<file path="config.mk">
export PLATFORM = sky130hd
export DESIGN_NAME = tx_backoff_ctrl
export DESIGN_NICKNAME = d
export VERILOG_FILES = /design/src/rtl/tx_backoff_ctrl.sv
export SDC_FILE = /design/constraint.sdc
export NUM_CORES = 1
export LEC_CHECK = 0
export BUFFER_PORTS_ARGS = -buffer_cell sky130_fd_sc_hd__buf_2
export CAP_MARGIN = 20
export CORE_UTILIZATION = 54
export DETAILED_ROUTE_END_ITERATION = 12
export PLACE_DENSITY = 0.89
export SETUP_SLACK_MARGIN = 0.2
export SLEW_MARGIN = 20
export SYNTH_ARGS = -nofsm -noshare
export SYNTH_HDL_FRONTEND = slang
export SYNTH_SLANG_ARGS = --single-unit
</file>
<file path="constraint.sdc">
create_clock -name clock_i -period 1.9 [get_ports clock_i]
set_clock_uncertainty 0.2 [all_clocks]
set_input_delay 0.19 -clock clock_i [delete_from_list [all_inputs] [get_ports clock_i]]
set_output_delay 0.19 -clock clock_i [all_outputs]
set_load 0.02 [all_outputs]
</file>
<file path="src/rtl/tx_backoff_ctrl.sv">
// tx_backoff_ctrl: half-duplex CSMA/CD transmit sequencer (carrier defer, IFG, jam, backoff, retry/abort)
// Ports:
//   clock_i, reset_i            clock, asynchronous active-high reset
//   tx_req_i                    frame ready (level), sampled only in IDLE
//   carrier_sense_i             medium busy, only looked at while deferring
//   collision_i                 collision detect, only looked at while transmitting
//   tx_done_i                   datapath finished the frame (pulse)
//   tx_start_o / tx_stop_o      datapath start / collision terminate (pulses)
//   jam_o                       datapath sends jam pattern while high
//   backoff_init_o              backoff generator init pulse
//   backoff_retry_count_o       retry code to backoff generator, stable from init to next collision
//   backoff_trigger_i           backoff generator expired
//   tx_ok_o / tx_abort_o        frame sent / frame dropped (pulses)
//   abort_late_o                with tx_abort: 1 = late collision, 0 = excessive collisions
//   attempts_o                  attempts used for current/last frame
// Build option: define LATE_COLL_ABORT_EN to abort (no retry) on collisions past LATE_COLL_CYCLES.
module tx_backoff_ctrl #(
  parameter int MAX_ATTEMPTS     = 16,
  parameter int JAM_CYCLES       = 32,
  parameter int IFG_CYCLES       = 12,
  parameter int LATE_COLL_CYCLES = 64
) (
  input  logic       clock_i,
  input  logic       reset_i,
  input  logic       tx_req_i,
  input  logic       carrier_sense_i,
  input  logic       collision_i,
  input  logic       tx_done_i,
  output logic       tx_start_o,
  output logic       tx_stop_o,
  output logic       jam_o,
  output logic       backoff_init_o,
  output logic [3:0] backoff_retry_count_o,
  input  logic       backoff_trigger_i,
  output logic       tx_ok_o,
  output logic       tx_abort_o,
  output logic       abort_late_o,
  output logic [4:0] attempts_o
);
  typedef enum logic [2:0] {IDLE, DEFER, TX, JAM, BO_INIT, BO_SETTLE, BO_WAIT, DONE} state_t;
  localparam int IW = $clog2(IFG_CYCLES + 1);
  localparam int JW = $clog2(JAM_CYCLES + 1);
  localparam logic [IW-1:0] IFG_LAST = IW'(IFG_CYCLES - 1);
  localparam logic [JW-1:0] JAM_LAST = JW'(JAM_CYCLES - 1);
  localparam logic [4:0]    MAX_ATT  = 5'(MAX_ATTEMPTS);
  if (MAX_ATTEMPTS < 1 || MAX_ATTEMPTS > 16 || JAM_CYCLES < 1 || IFG_CYCLES < 1 || LATE_COLL_CYCLES < 1) begin : g_bad_param
    $error("tx_backoff_ctrl: parameter out of range");
  end
  state_t        state_q, state_d;
  logic [IW-1:0] ifg_q, ifg_d;
  logic [JW-1:0] jc_q, jc_d;
  logic [4:0]    att_q, att_d;
  logic [3:0]    rc_q, rc_d;
  logic          start_q, start_d, ok_q, ok_d, abort_q, abort_d, al_q, al_d;
  logic          ifg_done, jam_end, late;
  assign ifg_done = state_q == DEFER && !carrier_sense_i && ifg_q == IFG_LAST;
  assign jam_end  = state_q == JAM && jc_q == JAM_LAST;
  always_comb begin
    ifg_d = (state_q == DEFER && !carrier_sense_i) ? ifg_q + 1'b1 : '0;
    jc_d  = (state_q == JAM) ? jc_q + 1'b1 : '0;
  end
`ifdef LATE_COLL_ABORT_EN
  localparam int TW = $clog2(LATE_COLL_CYCLES + 1);
  localparam logic [TW-1:0] LATE_LIM = TW'(LATE_COLL_CYCLES);
  logic [TW-1:0] txc_q, txc_d;
  logic          late_q, late_d;
  // txc is cleared while deferring so it reads 0 on the tx_start cycle
  always_comb begin
    txc_d  = state_q == DEFER ? '0 : (state_q == TX && txc_q != LATE_LIM) ? txc_q + 1'b1 : txc_q;
    late_d = (state_q == TX && collision_i) ? txc_q >= LATE_LIM : late_q;
  end
  always_ff @(posedge clock_i or posedge reset_i)
    if (reset_i) begin
      txc_q  <= '0;
      late_q <= 1'b0;
    end else begin
      txc_q  <= txc_d;
      late_q <= late_d;
    end
  assign late = late_q;
`else
  assign late = 1'b0;
`endif
  always_comb begin
    state_d = state_q;
    att_d   = att_q;
    rc_d    = rc_q;
    start_d = 1'b0;
    ok_d    = 1'b0;
    abort_d = 1'b0;
    al_d    = 1'b0;
    case (state_q)
      IDLE: if (tx_req_i) begin
        state_d = DEFER;
        att_d   = 5'd1;
      end
      DEFER: if (ifg_done) begin
        state_d = TX;
        start_d = 1'b1;
      end
      TX: if (collision_i) state_d = JAM;
        else if (tx_done_i) begin
          state_d = DONE;
          ok_d    = 1'b1;
        end
      JAM: if (jam_end) begin
        if (late || att_q == MAX_ATT) begin
          state_d = DONE;
          abort_d = 1'b1;
          al_d    = late;
        end else begin
          state_d = BO_INIT;
          att_d   = att_q + 5'd1;
          rc_d    = att_q > 5'd16 ? 4'hf : 4'(att_q - 5'd1);
        end
      end
      BO_INIT:   state_d = BO_SETTLE;
      // generator trigger is still stale from the previous backoff here
      BO_SETTLE: state_d = BO_WAIT;
      BO_WAIT:   if (backoff_trigger_i) state_d = DEFER;
      DONE:      state_d = IDLE;
      default:   state_d = IDLE;
    endcase
  end
  always_ff @(posedge clock_i or posedge reset_i)
    if (reset_i) begin
      state_q <= IDLE;
      ifg_q   <= '0;
      jc_q    <= '0;
      att_q   <= '0;
      rc_q    <= '0;
      start_q <= 1'b0;
      ok_q    <= 1'b0;
      abort_q <= 1'b0;
      al_q    <= 1'b0;
    end else begin
      state_q <= state_d;
      ifg_q   <= ifg_d;
      jc_q    <= jc_d;
      att_q   <= att_d;
      rc_q    <= rc_d;
      start_q <= start_d;
      ok_q    <= ok_d;
      abort_q <= abort_d;
      al_q    <= al_d;
    end
  // tx_stop is combinational so the datapath stops in the collision cycle itself
  assign tx_stop_o             = state_q == TX && collision_i;
  assign jam_o                 = state_q == JAM;
  assign backoff_init_o        = state_q == BO_INIT;
  assign tx_start_o            = start_q;
  assign tx_ok_o               = ok_q;
  assign tx_abort_o            = abort_q;
  assign abort_late_o          = al_q;
  assign backoff_retry_count_o = rc_q;
  assign attempts_o            = att_q;
endmodule
</file>
# Word level (Yosys, flattened, before mapping)
# Cells that the tools add are included.
[op_classes] n_addsub=4 muxes=23 reduce_logical=10 bitwise_logic=1 magnitude_cmp=1 n_eq_ne=16
[op_table] operator="3-bit case mux with 8 select lines" count=1
[op_table] operator="3-bit 2-to-1 mux" count=6
[op_table] operator="5-bit 2-to-1 mux" count=3
[op_table] operator="3-bit equality test, second input constant" count=4
[op_table] operator="5-bit case mux with 2 select lines" count=1
[op_table] operator="1-bit 2-to-1 mux" count=8
[op_table] operator="4-bit 2-to-1 mux" count=2
[op_table] operator="2-bit inequality test, second input constant" count=4
[op_table] operator="6-bit by 1-bit adder with 6-bit output, second input constant" count=1
[op_table] operator="3-bit by 2-bit equality test with 1-bit output, second input constant" count=2
[op_table] operator="6-bit by 5-bit equality test with 1-bit output, second input constant" count=1
[op_table] operator="6-bit 2-to-1 mux" count=1
[op_table] operator="5-bit by 1-bit adder with 5-bit output, second input constant" count=1
[op_table] operator="5-bit equality test, second input constant" count=1
[op_table] operator="5-bit greater-than comparator, second input constant" count=1
[op_table] operator="5-bit AND reduction" count=1
[op_table] operator="4-bit by 1-bit adder with 4-bit output, second input constant" count=1
[op_table] operator="4-bit equality test, second input constant" count=1
[op_table] operator="1-bit logical AND" count=4
[op_table] operator="4-bit AND reduction" count=1
[op_table] operator="4-bit by 1-bit subtractor with 4-bit output, second input constant" count=1
[op_table] operator="3-bit by 1-bit equality test with 1-bit output, second input constant" count=1
[op_table] operator="3-bit zero test" count=1
[op_table] operator="3-bit inequality test, second input constant" count=1
[op_table] operator="6 further kinds" count=6
[totals] out_inout_bits=16 elab_cells=63 regBits=25

# Longest topological paths before layout
[depth] depth_word=5 mapped_depth=6

# Least setup slack after synthesis
# OpenSTA, ideal clock, no wires.
[synth_timing] path_kind="register -> register" from="register att_q[0], in the netlist attempts_o[0]" to="register att_q[4], in the netlist attempts_o[4]" period_less_slack_ns=1.941 stages_incl_launch_ff=7 path_buffers=0 path_slack_ns=-0.041 arrival_ns=1.615 setup_ns=0.126 path_cell_list="dfrtp_1 > inv_1 > ha_1 > nand4bb_1 > and4_4 > nor2_2 > a221o_1"
[synth_via] elab_chain_len=4 word_cells_on_any_way=7 cone_classes="1 x add/sub; 2 x eq/ne; 3 x mux; 1 x reduce/logical"
[synth_lines] item="from (decl)" line="52" source="logic [4:0] att_q, att_d;"
[synth_lines] item="from (signal assigned)" line="140" source="att_q <= att_d;"
[synth_lines] item="5-bit by 1-bit adder with 5-bit output" line="113" source="att_d = att_q + 5'd1;"
[synth_lines] item="5-bit 2-to-1 mux" line="107" source="if (late || att_q == MAX_ATT) begin"
[synth_lines] item="5-bit 2-to-1 mux" line="106" source="JAM: if (jam_end) begin"
[synth_lines] item="5-bit case mux with 2 select lines" line="92" source="case (state_q)"
# Several ways; a longest one is shown, not always the timed one. The select of a mux whose other input is x is not followed.
# A chain may end at the register's enable or synchronous reset.

# Worst setup path in the final report
[layout_timing] from="register state_q[2]" to="register att_q[4], in the netlist attempts_o[4]"
[layout_via] elab_chain_len=4 word_cells_on_any_way=9 cone_classes="4 x eq/ne; 1 x mux; 4 x reduce/logical"
[layout_lines] item="from (decl)" line="49" source="state_t state_q, state_d;"
[layout_lines] item="from (signal assigned)" line="137" source="state_q <= state_d;"
[layout_lines] item="3-bit by 2-bit equality test with 1-bit output" line="57, 92"
[layout_lines] item="1-bit logical AND" line="57" source="assign jam_end = state_q == JAM && jc_q == JAM_LAST;"
[layout_lines] item="2-bit by 1-bit inequality test with 1-bit output (no line)"
[layout_lines] item="4-bit AND reduction (no line)"
# Several ways; a longest one is shown, not always the timed one.

==> impl_results.md <==
- Status: complete, no violations
- Crit path max fanout: 5
- Synth Cell Area: ~1300 um2
- Finished Layout Cells: 196
- Die Width: 50.4 um
- # setup viols final: 0
- Crit path time final: 1.75 ns
- Max frequency: around 0.57 GHz
- Synth unique cells: 36
- H-tree levels: 1
- Syn Nets: 130
- Routed Antenna Nets: 0
- Reg2reg start: state_q[2]$_DFFE_PP0P_
- Avg Vias per Cell: 5.81
- Biggest cell delay along the critical path: 0.42 ns
- Async SR Flop Fraction: 1.00
- MaxCap Viol Count: 0
- Vias: around 1100
- DP Cell Count: 168
- Core area: approximately 2200 um2
- Largest net degree at the start of global routing: 26
- #FFs+latches synth: 25
- DRT Pass-1 Iters: 4
- Hold Fails Final Rpt: 0
- Root buf cell: clkbuf_4
- Fill cells: 128
- Min-delay src: carrier_sense_i
- Antenna violations before repair: 0
- Critical Path Start: state_q[2]$_DFFE_PP0P_
- Seq/Total Area, Yosys: 0.496
- Post-place instance area: 1430 um2
- Worst path cell trace: buf_6, nand3b_4, clkinv_4, and4_4, nor2_4, a221o_1
- Final nets: 181
- Critical Path AT: 1.79 ns
- Worst hold slack: between 0.07 and 0.08 ns
- First DRT Iteration DRCs: 22
- Pins Over Slew Limit: 0
- Post-Route WL: 3430 um
- Core Rows: 17
- Power Density: 1080 nW/um2
- Worst slack at placement: about 0.094 ns
- Vias in the first global route: 1086
- Mean Syn Cell Area: around 11 um2
- CTS Buffer Depth: 2
- Post-Synthesis Cells: between 100 and 150
- WP buf/inv: 2
- Power Total: 1.86 mW
- GRT overflow: 0
- CTS tree: done
- Port buffer count: 21
- First-pass GRT wire length: 5200 um
- Clk sink count: 25
- Top-count cell post-synth: dfrtp_1
- Starting density of the core: 0.571
- Synth area leader: dfrtp_1
- # IOs: 23
- Total GRT Usage: 0.283
- Yosys top cell area share: 0.496
- Top post-synthesis cells by area: dfrtp_1, ha_1, nor2_1
- Ys Warns: 0
- Ratio of cells with drive above 1 in the final layout: 0.440
- Final worst slack: about 0.15 ns
- CP max stage cell: dfrtp_1
- Routability cong.: between 0.8 and 0.9
- Antenna diodes: 0
- Worst Path Required: 1.95 ns
- Die area: 2540 um2
- Worst Setup End Kind: register
- Fin util: 0.781
- CTS buffer count: 3
- Post-route cell area: 1730 um2
- DR WL/cell: 17.5 um
- Reg clk slew, reported paths: 0.15 ns
- EDFF count, synth: 0
- WS Path Type: reg -> reg
- Startpoint Class: register
- Largest delay contributor family on the critical path: simple AND/OR/NAND/NOR gates
- Worst VDD drop: 0.838 mV
- Worst hold path class: in -> reg
- Area Overhead vs Synth: 36.9%
- Commonest cells post-synth: dfrtp_1, nor2_1, o21ai_0
- Worst skew pair latency: 0.34 ns
- Drt drc: 0
- Ys flop type: dfrtp_1
- Detailed Place HPWL: between 1500 and 2000 um
- RSZ-0062 raised after global routing: true
- Setup_tns: 0 ns
- Die Ht: 50.4 um
- Final period utilization: 0.919
- LEAKAGE: between 0.8 and 0.9 nW
## worst min-delay path, stage by stage
cell	delay, ns
buf_2	0.09
or4b_4	0.14
nor3_4	0.05
buf_4	0.12
## power breakdown
group / switching (mW) / internal (mW) / total (mW)
sequential: 0.0923 / 0.614 / 0.707
combinational: 0.461 / 0.437 / 0.897
clock: 0.175 / 0.0809 / 0.256
total: 0.728 / 1.13 / 1.86
## logic make-up after synthesis
family / synth area share
flops: 0.496
xor+xnor: 0.0555
mux: 0.00793
other cells: 0.00297
buf+inv: 0.0357
simple gates: 0.224
compound gates: 0.129
fa+ha+maj: 0.0496
## cell usage in the layout (no fill, tap or decap), types with 3 or more instances in the layout
master          n
buf_2          18
and3_1          4
buf_6           3
buf_4          24
dfrtp_2         4
xnor2_1         5
dfrtp_1        21
a2bb2oi_1       4
xor2_1          3
ha_1            3
nand2_1         5
o21ai_0         7
a21oi_1         3
dlygate4sd3_1   5
nor2_1         12
clkbuf_4        3
nand3_1         4
## area by class of cell
| class | instances | area [um2] | share of cell area |
|---|---|---|---|
| clock buffer | 3 | 22.5 | 0.0130 |
| clock inverter | 1 | 7.51 | 0.00434 |
| inverter | 5 | 23.8 | 0.0138 |
| multi-input combinational | 84 | 654 | 0.379 |
| sequential | 25 | 631 | 0.365 |
| tap | 28 | 35.0 | 0.0203 |
| timing repair buffer | 50 | 354 | 0.205 |
## layer usage
layer / vias up / GRT usage / wire length [um]
met3: 15 / 0.0303 / 165
met4: 0 / 0.120 / 127
met5: - / 0 / 0
met2: 44 / 0.478 / 1730
li1: 507 / - / -
met1: 572 / 0.367 / 1400
## registers in the layout, indices dropped and copies added (netlist names)
name / count
tx_ok_o: 1
ifg_q: 4
backoff_retry_count_o: 4
state_q: 3
jc_q: 6
attempts_o: 5
tx_abort_o: 1
tx_start_o: 1
## path summary, 6_finish.rpt
check                           slack [ns]                        end  cells past startpoint
worst max-delay path                  0.15  attempts_o[4]$_DFFE_PP0P_                      6
min in group asynchronous             0.21          jc_q[5]$_DFF_PP0_                      4
worst min-delay path                  0.08       tx_start_o$_DFF_PP0_                      4
worst max register to register        0.15  attempts_o[4]$_DFFE_PP0P_                      6
max in group asynchronous             1.01     state_q[1]$_DFFE_PP0P_                      4
worst min register to register        0.29         ifg_q[0]$_DFF_PP0_                      1
## what timing repair did
action | 4_1_cts | 5_1_grt
pin swaps | 4 | 3
gates resized for setup | 10 | 9
hold buffers | 5 | 0
buffers inserted | 15 | 4
hold endpoints to repair | 29 | 0
endpoints found under the setup margin | 12 | 13
No activity file was read; power rests on OpenSTA's default activity.
